<file path="config.mk">
export PLATFORM = sky130hd
export DESIGN_NAME = am_inserter
export DESIGN_NICKNAME = d
export VERILOG_FILES = /design/src/rtl/pcs_am_pkg.sv /design/src/rtl/am_bip_acc.sv /design/src/rtl/am_inserter.sv
export SDC_FILE = /design/constraint.sdc
export NUM_CORES = 1
export LEC_CHECK = 0
export CAP_MARGIN = 5
export CELL_PAD_IN_SITES_DETAIL_PLACEMENT = 1
export CELL_PAD_IN_SITES_GLOBAL_PLACEMENT = 2
export CORE_UTILIZATION = 25
export DETAILED_ROUTE_END_ITERATION = 7
export PLACE_DENSITY = 0.74
export SETUP_SLACK_MARGIN = 0.4
export SLEW_MARGIN = 30
export SYNTH_ARGS = -nofsm -noshare
export SYNTH_HDL_FRONTEND = slang
export SYNTH_SLANG_ARGS = --single-unit
</file>
<file path="constraint.sdc">
create_clock -name clk -period 2.4 [get_ports clk]
set_input_delay 0.48 -clock clk [delete_from_list [all_inputs] [get_ports clk]]
set_output_delay 0.48 -clock clk [all_outputs]
set_load 0.005 [all_outputs]
</file>
<file path="src/rtl/pcs_am_pkg.sv">
// Shared definitions for the 40G PCS TX alignment-marker path.
//   BLOCK_W / LANES    : 66-bit blocks on four PCS lanes
//   SH_CTRL / SH_DATA  : sync-header values as seen in bits [1:0]
//   AM_M               : per-lane M0/M1/M2 marker bytes
//   bip3_of()          : BIP3 contribution of one 66-bit block
//   am_block_of()      : assembles a marker block from M bytes and a BIP3
package pcs_am_pkg;

  localparam int unsigned BLOCK_W = 66;
  localparam int unsigned LANES   = 4;

  localparam logic [1:0] SH_CTRL = 2'b01;
  localparam logic [1:0] SH_DATA = 2'b10;

  // AM_M[lane][k] = Mk for that lane
  localparam logic [7:0] AM_M [LANES][3] = '{
    '{8'h90, 8'h76, 8'h47},
    '{8'hF0, 8'hC4, 8'hE6},
    '{8'hC5, 8'h65, 8'h9B},
    '{8'hA2, 8'h79, 8'h3D}
  };

  // Bits 2..65 fold into BIP bit (i-2) mod 8; the two sync-header bits
  // additionally land on BIP bits 3 and 4.
  function automatic logic [7:0] bip3_of(input logic [BLOCK_W-1:0] b);
    logic [7:0] r;
    r = '0;
    for (int unsigned i = 2; i < BLOCK_W; i++) begin
      r[3'((i - 2) % 8)] ^= b[i];
    end
    r[3] ^= b[0];
    r[4] ^= b[1];
    return r;
  endfunction

  function automatic logic [BLOCK_W-1:0] am_block_of(input logic [7:0] m0,
                                                     input logic [7:0] m1,
                                                     input logic [7:0] m2,
                                                     input logic [7:0] bip3);
    return {~bip3, ~m2, ~m1, ~m0, bip3, m2, m1, m0, SH_CTRL};
  endfunction

endpackage

</file>
<file path="src/rtl/am_bip_acc.sv">
// Per-lane running BIP accumulator.
//   clk, reset  : clock, asynchronous active-low reset
//   clear       : synchronous clear (insertion disabled)
//   emit        : a block is being emitted on this lane this cycle
//   is_am       : the emitted block is an alignment marker
//   block       : the emitted 66-bit block
//   bip         : current accumulated BIP3 (value the next AM carries)
module am_bip_acc
  import pcs_am_pkg::*;
(
  input  logic               clk,
  input  logic               reset,
  input  logic               clear,
  input  logic               emit,
  input  logic               is_am,
  input  logic [BLOCK_W-1:0] block,
  output logic [7:0]         bip
);

  // An emitted AM restarts the window with its own parity.
  always_ff @(posedge clk or negedge reset) begin
    if (!reset) begin
      bip <= '0;
    end else if (clear) begin
      bip <= '0;
    end else if (emit) begin
      bip <= is_am ? bip3_of(block) : (bip ^ bip3_of(block));
    end
  end

endmodule

</file>
<file path="src/rtl/am_inserter.sv">
// TX alignment-marker inserter for the 4-lane 40G PCS.
// Every AM_PERIOD output blocks one cycle is spent emitting per-lane
// alignment markers (upstream sees in_ready low for that cycle).
//   clk, reset        : clock, asynchronous active-low reset
//   am_en             : 1 = insert markers, 0 = registered bypass
//   in_valid/in_ready : input beat handshake
//   laneN_data_in     : per-lane 66-bit blocks, bits [1:0] sync header
//   laneN_data_out    : registered per-lane blocks
//   out_valid, is_am  : output block present / output is a marker
//   block_count       : output position in period (AM_PERIOD-1 on AM)
//   bip_err_inject    : only with AM_BIP_INJECT_EN; corrupts BIP3 bit0
//                       of the next AM on the flagged lanes
module am_inserter
  import pcs_am_pkg::*;
#(
  parameter int unsigned AM_PERIOD = 16384
)(
  input  logic               clk,
  input  logic               reset,
  input  logic               am_en,
  input  logic               in_valid,
  output logic               in_ready,
  input  logic [BLOCK_W-1:0] lane0_data_in,
  input  logic [BLOCK_W-1:0] lane1_data_in,
  input  logic [BLOCK_W-1:0] lane2_data_in,
  input  logic [BLOCK_W-1:0] lane3_data_in,
`ifdef AM_BIP_INJECT_EN
  input  logic [LANES-1:0]   bip_err_inject,
`endif
  output logic [BLOCK_W-1:0] lane0_data_out,
  output logic [BLOCK_W-1:0] lane1_data_out,
  output logic [BLOCK_W-1:0] lane2_data_out,
  output logic [BLOCK_W-1:0] lane3_data_out,
  output logic               out_valid,
  output logic               is_am,
  output logic [13:0]        block_count
);

  localparam logic [13:0] LAST = 14'(AM_PERIOD - 1);

  logic [13:0]        pos;
  logic               am_cycle;
  logic               accept;
  logic [BLOCK_W-1:0] din      [LANES];
  logic [BLOCK_W-1:0] dout     [LANES];
  logic [BLOCK_W-1:0] am_blk   [LANES];
  logic [BLOCK_W-1:0] emit_blk [LANES];
  logic [7:0]         acc      [LANES];
  logic [LANES-1:0]   inj_flag;

  assign din[0] = lane0_data_in;
  assign din[1] = lane1_data_in;
  assign din[2] = lane2_data_in;
  assign din[3] = lane3_data_in;

  assign lane0_data_out = dout[0];
  assign lane1_data_out = dout[1];
  assign lane2_data_out = dout[2];
  assign lane3_data_out = dout[3];

  assign am_cycle = am_en && (pos == LAST);
  assign accept   = am_en && !am_cycle && in_valid;
  assign in_ready = !am_en || (pos != LAST);

`ifdef AM_BIP_INJECT_EN
  // Sticky per-lane request; consumed by the AM emitted this cycle, while
  // a request arriving in that same cycle is kept for the following AM.
  always_ff @(posedge clk or negedge reset) begin
    if (!reset) begin
      inj_flag <= '0;
    end else if (am_cycle) begin
      inj_flag <= bip_err_inject;
    end else begin
      inj_flag <= inj_flag | bip_err_inject;
    end
  end
`else
  assign inj_flag = '0;
`endif

  for (genvar n = 0; n < LANES; n++) begin : g_lane
    assign am_blk[n]   = am_block_of(AM_M[n][0], AM_M[n][1], AM_M[n][2],
                                     acc[n] ^ {7'd0, inj_flag[n]});
    assign emit_blk[n] = am_cycle ? am_blk[n] : din[n];

    am_bip_acc u_acc (
      .clk   (clk),
      .reset (reset),
      .clear (!am_en),
      .emit  (am_cycle || accept),
      .is_am (am_cycle),
      .block (emit_blk[n]),
      .bip   (acc[n])
    );
  end

  always_ff @(posedge clk or negedge reset) begin
    if (!reset) begin
      pos         <= LAST;
      out_valid   <= 1'b0;
      is_am       <= 1'b0;
      block_count <= '0;
      for (int unsigned n = 0; n < LANES; n++) dout[n] <= '0;
    end else if (!am_en) begin
      pos         <= LAST;
      out_valid   <= in_valid;
      is_am       <= 1'b0;
      block_count <= '0;
      for (int unsigned n = 0; n < LANES; n++) dout[n] <= din[n];
    end else if (am_cycle) begin
      pos         <= '0;
      out_valid   <= 1'b1;
      is_am       <= 1'b1;
      block_count <= LAST;
      for (int unsigned n = 0; n < LANES; n++) dout[n] <= am_blk[n];
    end else if (in_valid) begin
      pos         <= pos + 14'd1;
      out_valid   <= 1'b1;
      is_am       <= 1'b0;
      block_count <= pos;
      for (int unsigned n = 0; n < LANES; n++) dout[n] <= din[n];
    end else begin
      // no beat: data and count hold, nothing is emitted
      out_valid   <= 1'b0;
      is_am       <= 1'b0;
    end
  end

endmodule
</file>
==> metrics <==
Avg Cell Area, Syn 11.4 um^2; final worst setup slack -98.5 ps; worst vdd ir 0.409 mV; clk_lat worst skew 570 ps; Post-Synth XOR/XNOR Area 14.5%; RR Startpoint pos[1]; final setup vio count 55; Critical Path AT 2020 ps; Final Wtd Congestion 0.805; gr ovfl total 0; initial antenna violation count 2; RR Endpoint lane1_data_out[48]; Rows 88; post-synthesis sequential area ratio 55.5%; relative slew slack 59.0%; Post-synth ARST share 100%; min Tclk post-route 2500 ps; Layout area overhead 78.0%; failing checks negative setup slack; CTS root buf clkbuf_16; TritonCTS Buffers 42; Worst-path clk slew 60 ps; Die Y-Extent 245 um; Final nets 2,249; CTS tree yes; WS Path Type register to output pin; final worst path period share 104%; Post-DP HPWL 44,400 um; IO buf count 548; status finished with violations; largest net degree at the start of global routing 59; PD cells 981 nW/um^2; fmax 0.400 GHz; largest family of logic cells by synthesized area compound AO/OA/AOI/OAI gates; Critical Path RT 1920 ps; CTS HTree Levels 2; unrepaired setup endpoints after global routing yes; Layout Cells excl Fill 2,777; die area 59,900 um^2; Hold/Removal Path Class register to register; Post-Synth Simple-Gate Area 6.98%; filler cell count 6,122; first drt pass iteration count 5; Starting Density 25.4%; Syn Nets 1,555; num ports 549; final hold violations 0; setup TNS -1030 ps; Placed Cells incl. Taps 2,593; Yosys top cell by area dfrtp_1; post-synthesis adder-cell area fraction 0.0850%; vias in the first global route 14,300; Die W 245 um; All-Layer GR Usage 21.6%; Post-synth EDFFs 0; share of layout cells above drive strength 1 21.1%; DR vias/cell 4.85; Synth Warn # 0; Post-synth top flop dfrtp_1; register bit count reported by yosys 326; synthesized cell area 14,700 um^2; Syn Inst Count 1,286; CP endpoint kind output pin; Longest Clk Path Bufs 3; post-synthesis mux area share 0.204%; hold_sp lane3_data_out[65]; pre-CTS WS -250 ps; # DRC 0; max cap viols 0; Hold EP lane3_data_out[65]; via count 13,500; ANT nets after route 0; crit start category register; wire length per cell 26.0 um; Worst Max-Slew Pin Slew 616 ps; CTS sink cnt 326; first-pass GRT wire length 96,000 um; CP max FO 3; Iter 0 DRT Violations 581; r2r setup slk -40 ps; area share of the largest cell type after synthesis 53.0%; top cells by area, synth dfrtp_1 (53%), xnor2_1 (9.6%), a22o_1 (6.7%), o22a_1 (5.9%), xor2_1 (3.7%); Yosys cell types 44; area fraction in compound gates after synthesis 19.8%; Pleak 0.0112 uW; hold depth 2; WHS 484 ps; Slew Viols, Final 0; Setup Skew 20.5 ps; core area 57,900 um^2; R2R cell count 11; final WL 72,300 um
-- cell usage after synthesis, types with 8 or more instances --
library cell	n
o21ai_0	62
nor2_1	73
xor2_1	62
buf_2	35
nand3_1	10
xnor2_1	162
xnor3_1	8
a31oi_1	32
a21oi_1	54
clkbuf_1	46
nand2_1	109
or3_1	23
o22a_1	100
a22o_1	112
dfrtp_1	312
dfstp_2	14
-- worst max path at each step --
stage | start | to | slack, ps | cells after the start
after global routing | pos[1] | lane1_data_out[48] | -140 | 11
after CTS | pos[0] | in_ready | -180 | 4
after floorplan | pos[8] | lane0_data_out[0] | 330 | 7
after detailed placement | am_en | in_ready | -250 | 4
final | pos[1] | in_ready | -100 | 4
after global placement | am_en | in_ready | -240 | 4
-- cell usage in the layout (no fill, tap or decap), types with 48 or more instances in the layout --
cell / synthesis / final
dfrtp_1: 312 / 310
xnor2_1: 162 / 162
xor2_1: 62 / 62
nand2_1: 109 / 56
a22o_1: 112 / 112
o22a_1: 100 / 100
buf_12: 0 / 48
clkbuf_16: 0 / 68
clkdlybuf4s50_1: 0 / 522
buf_4: 5 / 54
nor2_1: 73 / 64
-- cell families (layout without fill, tap and decap cells) --
group                      after synthesis  count (layout)
xor gates and xnor gates               232             232
buffers and inverters                   95             818
other                                    0               1
muxes                                    3               3
and+or+nand+nor                        236             238
adders and majority gates                1               1
AOI/OAI and AO/OA                      393             393
DFF                                    326             326
-- metal layers --
layer | vias up | global-route usage (%) | wire [um]
met1 | 6888 | 27.2 | 29800
li1 | 6011 | - | -
met4 | 2 | 6.67 | 2430
met2 | 448 | 36.7 | 35600
met5 | - | 0 | 13
met3 | 124 | 4.77 | 4450
-- power breakdown --
| group | switching (uW) | leakage, uW | internal [uW] |
|---|---|---|---|
| registers | 1190 | 0.00385 | 7070 |
| clock network | 2510 | 0.000694 | 3960 |
| logic | 4830 | 0.00662 | 6140 |
| total | 8530 | 0.0112 | 17200 |
-- area by class of cell --
type / count / area [um^2] / share of cell area (%)
inverters: 6 / 22.5 / 0.0859
well taps: 765 / 957 / 3.65
clock buffers: 66 / 1320 / 5.02
multi-input cells: 867 / 7020 / 26.8
clock inverters: 9 / 100 / 0.382
diodes: 1 / 2.50 / 0.00955
flip-flops and latches: 326 / 8180 / 31.2
repair buffers: 737 / 8610 / 32.8
-- metrics by stage --
step / total power (uW) / area [um^2] / util, %
final: 25700 / 26200 / 45.3
after global routing: 26900 / 26200 / 45.3
after CTS: 24300 / 24200 / 41.7
after detailed placement: 16700 / 21800 / 37.7
after global placement: 16500 / 21800 / 37.7
after floorplan: 11400 / 14900 / -
-- state kept, by name, indices dropped and copies added, names as in the netlist --
signal	count
lane0_data_out	66
lane1_data_out	66
lane2_data_out	66
lane3_data_out	66
g_lane.u_acc.bip	32
block_count	14
pos	14
is_am	1
out_valid	1
-- worst max-delay path: stages (launching register included) --
cell     delay (ps)
dfstp_2         560
ha_4            150
nand3_4          80
or4_4           510
buf_6           150
-- what timing repair did --
item                                    4_1_cts  5_1_grt
setup buffers                                21       31
endpoints found under the hold margin        42        0
cloned                                       19       36
pin swaps                                    36      200
hold buffers                                  1        0
endpoints found under the setup margin      303      336
resized for setup                            63      299
(Power assumes the default switching activity.)
